===== src/rtl/fifo_rd_stream.sv =====
//-----------------------------------------------------------------------------
// fifo_rd_stream
//
// Read-side drain engine for a synchronous FIFO that has registered read data.
// The engine issues read strobes on a credit basis and captures each returned
// word into a 3-entry buffer. Words leave the buffer on a valid/ready stream,
// up to one word per clock. The engine also counts delivered words and
// supports a synchronous flush.
//
// Ports
//   clk          : clock, all state changes on the rising edge
//   rst_n        : asynchronous active-low reset
//   fifo_rd_date : FIFO read data, valid the cycle after an accepted read
//   fifo_empty   : FIFO empty flag
//   fifo_cnt     : FIFO occupancy, used only for the drained flag
//   fifo_rd_en   : read strobe to the FIFO
//   m_valid      : output word valid
//   m_data       : output word (head of the buffer)
//   m_ready      : consumer accepts m_data
//   flush        : synchronous discard of buffered and in-flight words
//   words_out    : delivered word count, wraps at 16 bits, cleared by reset
//   drained      : FIFO, pipeline and buffer are all empty
//-----------------------------------------------------------------------------
`timescale 1ns/1ps
module fifo_rd_stream #(
  parameter int DATA_WIDTH = 3,
  parameter int ADDR_WIDTH = 3
) (
  input  logic                  clk,
  input  logic                  rst_n,
  input  logic [DATA_WIDTH-1:0] fifo_rd_date,
  input  logic                  fifo_empty,
  input  logic [ADDR_WIDTH:0]   fifo_cnt,
  output logic                  fifo_rd_en,
  output logic                  m_valid,
  output logic [DATA_WIDTH-1:0] m_data,
  input  logic                  m_ready,
  input  logic                  flush,
  output logic [15:0]           words_out,
  output logic                  drained
);

  // Buffer pointers step 0 -> 1 -> 2 -> 0; the value 3 is never produced.
  function automatic logic [1:0] ptr_inc(input logic [1:0] p);
    return (p == 2'd2) ? 2'd0 : p + 2'd1;
  endfunction

  logic                  pend_q, pend_d;
  logic [1:0]            buf_cnt_q, buf_cnt_d;
  logic [1:0]            wr_ptr_q, wr_ptr_d;
  logic [1:0]            rd_ptr_q, rd_ptr_d;
  logic [15:0]           words_q, words_d;
  logic [DATA_WIDTH-1:0] entry_q [3];

  logic [2:0] credit;
  logic       rd_acc;
  logic       capture;
  logic       pop;

  // Credit counts both buffered words and the word still in flight from the
  // FIFO. The strobe deliberately ignores fifo_empty and m_ready: the FIFO's
  // empty flag depends on rd_en, so either term would close a combinational
  // loop through the FIFO.
  always_comb begin
    credit     = {1'b0, buf_cnt_q} + {2'b00, pend_q};
    fifo_rd_en = rst_n && !flush && (credit < 3'd3);
    rd_acc     = fifo_rd_en && !fifo_empty;
    capture    = pend_q && !flush;
    pop        = m_valid && m_ready && !flush;
  end

  always_comb begin
    pend_d    = rd_acc;
    wr_ptr_d  = wr_ptr_q;
    rd_ptr_d  = rd_ptr_q;
    buf_cnt_d = buf_cnt_q;
    words_d   = words_q;

    if (pop) begin
      words_d = words_q + 16'd1;
    end

    if (flush) begin
      wr_ptr_d  = 2'd0;
      rd_ptr_d  = 2'd0;
      buf_cnt_d = 2'd0;
    end else begin
      if (capture) begin
        wr_ptr_d = ptr_inc(wr_ptr_q);
      end
      if (pop) begin
        rd_ptr_d = ptr_inc(rd_ptr_q);
      end
      case ({capture, pop})
        2'b10:   buf_cnt_d = buf_cnt_q + 2'd1;
        2'b01:   buf_cnt_d = buf_cnt_q - 2'd1;
        default: buf_cnt_d = buf_cnt_q;
      endcase
    end
  end

  always_ff @(posedge clk or negedge rst_n) begin
    if (!rst_n) begin
      pend_q    <= 1'b0;
      buf_cnt_q <= 2'd0;
      wr_ptr_q  <= 2'd0;
      rd_ptr_q  <= 2'd0;
      words_q   <= 16'd0;
    end else begin
      pend_q    <= pend_d;
      buf_cnt_q <= buf_cnt_d;
      wr_ptr_q  <= wr_ptr_d;
      rd_ptr_q  <= rd_ptr_d;
      words_q   <= words_d;
    end
  end

  // Entries are zeroed by reset so m_data reads 0 while in reset. Flush
  // leaves them untouched; only the pointers and count are cleared.
  always_ff @(posedge clk or negedge rst_n) begin
    if (!rst_n) begin
      for (int i = 0; i < 3; i++) begin
        entry_q[i] <= '0;
      end
    end else begin
      for (int i = 0; i < 3; i++) begin
        if (capture && (wr_ptr_q == 2'(i))) begin
          entry_q[i] <= fifo_rd_date;
        end
      end
    end
  end

  always_comb begin
    m_valid   = (buf_cnt_q != 2'd0);
    words_out = words_q;
    drained   = fifo_empty && (fifo_cnt == '0) && !pend_q && (buf_cnt_q == 2'd0);
    case (rd_ptr_q)
      2'd1:    m_data = entry_q[1];
      2'd2:    m_data = entry_q[2];
      default: m_data = entry_q[0];
    endcase
  end

endmodule


===== config.mk =====
export PLATFORM = sky130hd
export DESIGN_NAME = fifo_rd_stream
export DESIGN_NICKNAME = d
export VERILOG_FILES = /design/src/rtl/fifo_rd_stream.sv
export SDC_FILE = /design/constraint.sdc
export NUM_CORES = 1
export LEC_CHECK = 0
export CORE_ASPECT_RATIO = 1.2
export CORE_MARGIN = 2
export CORE_UTILIZATION = 28
export DETAILED_ROUTE_END_ITERATION = 8
export GPL_ROUTABILITY_DRIVEN = 0
export PLACE_DENSITY = 0.56
export REMOVE_ABC_BUFFERS = 1
export SLEW_MARGIN = 20
export SYNTH_ARGS = -nofsm -noshare
export SYNTH_HDL_FRONTEND = slang
export SYNTH_SLANG_ARGS = --single-unit

===== constraint.sdc =====
create_clock -name clk -period 2.1 [get_ports clk]
set_input_delay 0.315 -clock clk [delete_from_list [all_inputs] [get_ports clk]]
set_output_delay 0.315 -clock clk [all_outputs]
set_load 0.01 [all_outputs]

==> out/results.txt, run 1 <==
status: finished clean
f_max: 522 MHz
drt wl/cell: 13.1 microns
Final Cell Area: 2090 sq um
CP Class: flip-flop to output pin
Filler Cells Inserted: 522
placed cells: 228
post-synthesis mux area share: 9.25%
P_leak: 0.941 nW
DIE WIDTH: 71.8 microns
final worst slack: 0.184 ns
CTS max path bufs: 2
count leader, synth: dfrtp_1
Power Density: 652 nW/um^2
Die Y-Extent: 85.3 microns
ANT nets after route: 0
VDD IR max: 0.000495 V
Yosys warning count: 0
# hold bufs at CTS: 0
switch share: 25.3%
simple-gate portion of the synthesized area: 18.0%
CP cell instances: ha_1 -> ha_1 -> nor2_1 -> nand2_1 -> a21oi_1 -> dlygate4sd2_1
Sink Count: 32
sequential fraction of the synthesis area: 51.9%
clock buffer count from CTS: 5
port bufs: 33
minimum clock period: 1.92 ns
CP max stage delay: 0.40 ns
Synth cell types: 31
Synth async-reset ratio: 100%
post-synth top area cell: dfrtp_1
Synth Area in Compound Gates: 5.60%
gr ovfl total: 0
Critical Path Sink Type: output pin
FF-to-FF Start: buf_cnt_q[0]$_DFFE_PN0P_
hold_ws: 0.468 ns
fin nets: 191
share of cells above drive strength 1: 18.5%
Synth Instances: 127
Most used DFF post-synth: dfrtp_1
TritonCTS clock tree: done
vias in the first global route: 1130
# DRC: 0
Skew-Pair Late Insertion Delay: 0.27 ns
WL final: 3070 microns
Finish-stage setup viols: 0
clock slew at reported path FFs: 0.06 ns
Setup Skew: 0.00220 ns
Placed Area: 2000 sq um
CP Launch Type: flip-flop
Sw Pwr: 0.000345 W
Clock power frac: 32.1%
Fin. Hold Viols: 0
Place WS: -0.00710 ns
Pins Over Slew Limit: 0
initial antenna violation count: 0
Slew Limit Headroom: 72.4%
CP required: 1.78 ns
Die ar.: 6120 sq um
Max-Cap Viols: 0
Rows: 29
most used cell along the critical path: ha_1
Initial Utilization: 29.1%
hold crit path type: input pin to asynchronous set/reset pin
post-synthesis xor/xnor area fraction: 9.08%
EDFF count, synth: 0
CP arrival: 1.60 ns
Detailed Routing Iterations Pass 1: 5
R2R Setup Slk: 0.60 ns
via count: 1108
commonest cells in the netlist: dfrtp_1, xnor2_1, mux2_2, nor2_1
area of the mapped netlist: 1540 sq um
H-Tree Level Count: 2
Tightest Pin Transition: 0.413 ns
Top Ports: 34
HPWL after DPL: 2280 microns
CTS root buffer: clkbuf_8
crit-path max FO: 3
number of DRC markers in iteration 0: 49
RSZ-0062 raised after global routing: false
Adder-Cell Fraction of Synth Area: 4.87%
DR vias/cell: 4.71
core area: 5300 sq um
Seq cells post-synth: 32
diodes inserted: 0
GRT Total Usage: 11.2%
Area Growth Syn to Fin: 35.3%
Buf+Inv Stages, Crit Path: 1
CP top delay family: flip-flops
power after layout: 0.00136 W
global-route wire length before repair: 5450 microns
Reg power frac: 51.4%
Worst R2R Path Depth: 5
P_int: 0.00102 W
post-synth top area share: 51.9%
largest family of logic cells by synthesized area: simple AND/OR/NAND/NOR gates
Setup Buffers After CTS: 0
largest net degree at the start of global routing: 33
Final Cycle Share: 91.2%
Mean Syn Cell Area: 12.1 sq um
synth top area cells: dfrtp_1, mux2_2, xnor2_1, ha_1, xor2_1
Comb power frac: 16.5%
Non-Filler Instances: 235
CP max-delay cell: dfrtp_1
RR Endpoint: words_out[4]$_DFFE_PN0P_
[what timing repair did]
action,4_1_cts,5_1_grt
endpoints found under the setup margin,5,0
hold endpoints to repair,0,0
gates resized for setup,8,0
[stage by stage]
stage | utilization, % | setup TNS, ns
finish | 39.4 | 0
detailed placement | 37.7 | -0.00710
floorplan | - | 0
CTS | 39.4 | 0
global route | 39.4 | 0
global placement | 37.7 | 0
[cell families (layout without fill, tap and decap cells)]
group                    count (synthesis)  after routing
AND/OR/NAND/NOR                         44             44
flip-flops                              32             32
XOR/XNOR                                16             16
multiplexers                            13             13
AO/OA/AOI/OAI                           12             12
adder cells (fa/ha/maj)                  6              6
buffers and inverters                    4             50
[cell usage in the layout, fill, tap and decap left out, drive strengths merged, types with 2 or more instances in the layout]
cell,n
nor2,10
clkdlybuf4s50,28
a21oi,6
inv,2
nor4,2
xnor2,11
dlygate4sd2,5
nand2,6
and4,3
clkbuf,6
nand2b,2
nand3,5
mux2,10
nor4b,2
ha,6
buf,8
xor2,5
mux2i,3
nor3b,2
a22oi,3
nand4,3
nor2b,4
dfrtp,32
[area by class of cell]
type | count | area [sq um] | share of cell area (%)
Sequential cell | 32 | 801 | 38.4
Multi-Input combinational cell | 91 | 739 | 35.4
Timing Repair Buffer | 41 | 384 | 18.4
Tap cell | 62 | 77.6 | 3.72
Clock buffer | 6 | 72.6 | 3.48
Inverter | 2 | 7.51 | 0.360
Clock inverter | 1 | 5.00 | 0.240
[power groups by stage]
stage | Sequential [W] | Combinational, W | Clock [W]
final | 0.000700 | 0.000225 | 0.000437
after global routing | 0.000709 | 0.000249 | 0.000473
after CTS | 0.000700 | 0.000230 | 0.000455
after detailed placement | 0.000712 | 0.000240 | 0
after global placement | 0.000708 | 0.000234 | 0
after floorplan | 0.000715 | 0.0000961 | 0
[layer usage]
layer,global-route usage (%),routed length [microns]
met3,3.33,137
met5,0,0
met4,3.09,16
met1,14.0,1340
met2,18.7,1570
[worst max-delay path by stage]
| stage | to | slack, ns | cells after the start | from |
|---|---|---|---|---|
| floorplan | drained | 0.56 | 2 | buf_cnt_q[1]$_DFFE_PN0P_ |
| global placement | drained | 0.03 | 4 | fifo_cnt[1] |
| detailed placement | drained | -0.007 | 4 | fifo_cnt[1] |
| CTS | fifo_rd_en | 0.15 | 6 | buf_cnt_q[0]$_DFFE_PN0P_ |
| global route | fifo_rd_en | 0.07 | 6 | buf_cnt_q[0]$_DFFE_PN0P_ |
| finish | fifo_rd_en | 0.18 | 6 | buf_cnt_q[0]$_DFFE_PN0P_ |
[state kept, by name, indices dropped and copies added (netlist names)]
signal and count:
words_out 16, entry_q 9, buf_cnt_q 2, wr_ptr_q 2, pend_q 1, rd_ptr_q 2
Note: power is estimated with default switching activity, not from simulation.
==> run 2, diff against run 1 <==
CTS_BUF_LIST = sky130_fd_sc_hd__clkbuf_2 sky130_fd_sc_hd__clkbuf_4 sky130_fd_sc_hd__clkbuf_8   (was default)
==> run 2 against run 1 <==
Net effect:
- sequential cell count unchanged
- sequential power is essentially flat
- combinational power about the same
- critical path depth did not move
- total power rose by 0.97%
- register-to-register slack is essentially flat
- cell count unchanged
- critical path type unchanged
- largest cell class unchanged
- highest routed layer unchanged
==> out/results.txt, run 2 (same netlist as run 1, synthesis figures left out) <==
Buf+Inv Stages, Crit Path: 1
Fin. Hold Viols: 0
H-Tree Level Count: 2
f_max: 522 MHz
Power Density: 657 nW/um^2
Setup Buffers After CTS: 0
Slew Limit Headroom: 72.4%
HPWL after DPL: 2280 microns
max FFs per register: 16
Sink Count: 32
post-layout util: 39.5%
Critical Path Sink Type: output pin
Reg area: 801 sq um
Rows: 29
port bufs: 33
DIE WIDTH: 71.8 microns
Non-Filler Instances: 235
fin nets: 191
Filler Cells Inserted: 522
VDD IR max: 0.000495 V
Place WS: -0.00710 ns
most common cell after layout, fill and taps aside: dfrtp_1
CP cell instances: ha_1 -> ha_1 -> nor2_1 -> nand2_1 -> a21oi_1 -> dlygate4sd2_1
placed cells: 228
largest net degree at the start of global routing: 33
diodes inserted: 0
core area: 5300 sq um
RSZ-0062 raised after global routing: false
ANT nets after route: 0
Final Cycle Share: 91.2%
Die Y-Extent: 85.3 microns
clock slew at reported path FFs: 0.06 ns
# hold bufs at CTS: 0
TritonCTS clock tree: done
initial antenna violation count: 0
most frequent cells in the layout: dfrtp_1, clkdlybuf4s50_1, xnor2_1
Setup Skew: 0.00220 ns
CTS max path bufs: 2
Skew-Pair Late Insertion Delay: 0.27 ns
Initial Utilization: 29.1%
status: finished clean
area of the multi-input gates: 739 sq um
minimum clock period: 1.92 ns
Die ar.: 6120 sq um
Pins Over Slew Limit: 0
CP max-delay cell: dfrtp_1
most used cell along the critical path: ha_1
final worst slack: 0.184 ns
Finish-stage setup viols: 0
share of cells above drive strength 1: 19.1%
vias in the first global route: 1129
via count: 1113
Detailed Routing Iterations Pass 1: 5
DR vias/cell: 4.74
CP required: 1.78 ns
crit-path max FO: 3
drt wl/cell: 13.2 microns
CP Class: flip-flop to output pin
Top Ports: 34
Area Growth Syn to Fin: 35.5%
number of DRC markers in iteration 0: 53
gr ovfl total: 0
WL final: 3090 microns
GRT Total Usage: 11.2%
CP top delay family: flip-flops
P_leak: 0.944 nW
hold crit path type: input pin to asynchronous set/reset pin
global-route wire length before repair: 5460 microns
CP Launch Type: flip-flop
CTS root buffer: clkbuf_8
clock buffer count from CTS: 5
CP max stage delay: 0.40 ns
# DRC: 0
Tightest Pin Transition: 0.414 ns
CP arrival: 1.60 ns
Max-Cap Viols: 0
-- run 2: cell type report --
| type | instances | share of cell area [%] |
|---|---|---|
| Clock buffer | 6 | 3.65 |
| Clock inverter | 1 | 0.239 |
| Inverter | 2 | 0.359 |
| Multi-Input combinational cell | 91 | 35.4 |
| Sequential cell | 32 | 38.3 |
| Tap cell | 62 | 3.71 |
| Timing Repair Buffer | 41 | 18.4 |
-- run 2: stage by stage --
step | hold WS, ns | area, sq um | TNS (ns) | power [W]
6_report | 0.468 | 2090 | 0 | 0.00137
5_1_grt | 0.513 | 2090 | 0 | 0.00145
4_1_cts | 0.478 | 2090 | 0 | 0.00140
3_5_place_dp | 0.465 | 2000 | -0.00710 | 0.000952
3_3_place_gp | 0.463 | 2000 | 0 | 0.000942
2_1_floorplan | 0.0194 | 1530 | 0 | 0.000811
-- run 2: per-layer routing --
layer	up-vias	wire length, microns	track usage (%)	share of wire, %
met4	0	16	3.09	0.52
li1	544	-	-	-
met5	-	0	0	0
met2	28	1580	18.7	51
met3	2	137	3.33	4.4
met1	539	1350	14.1	44
-- run 2: final timing paths --
check	from	to	slack (ns)	cells past startpoint
setup / recovery	buf_cnt_q[0]$_DFFE_PN0P_	fifo_rd_en	0.18	6
hold / removal	rst_n	entry_q[7]$_DFFE_PN0P_	0.47	2
setup reg to reg	buf_cnt_q[0]$_DFFE_PN0P_	words_out[4]$_DFFE_PN0P_	0.60	5
hold reg to reg	words_out[15]$_DFFE_PN0P_	words_out[15]$_DFFE_PN0P_	0.47	1
max in group asynchronous	rst_n	entry_q[1]$_DFFE_PN0P_	1.32	2
min in group clk	words_out[15]$_DFFE_PN0P_	words_out[15]$_DFFE_PN0P_	0.47	1
-- run 2: what timing repair did --
| action | in CTS | in global routing |
|---|---|---|
| endpoints found under the setup margin | 5 | 0 |
| endpoints found under the hold margin | 0 | 0 |
| gates resized for setup | 8 | 0 |
-- run 2: report_power, final --
part / switching (W) / internal (W) / total (W) / leakage, nW
combinational: 0.0000969 / 0.000128 / 0.000225 / 0.465
sequential: 0.0000368 / 0.000663 / 0.000700 / 0.435
clock: 0.000212 / 0.000238 / 0.000449 / 0.0445
-- run 2: worst register-to-register path: stages, from the launching register on --
cell,delay (ns)
dfrtp_1,0.40
buf_4,0.16
o21ai_4,0.29
nor2_1,0.15
and4_1,0.24
xor2_1,0.14
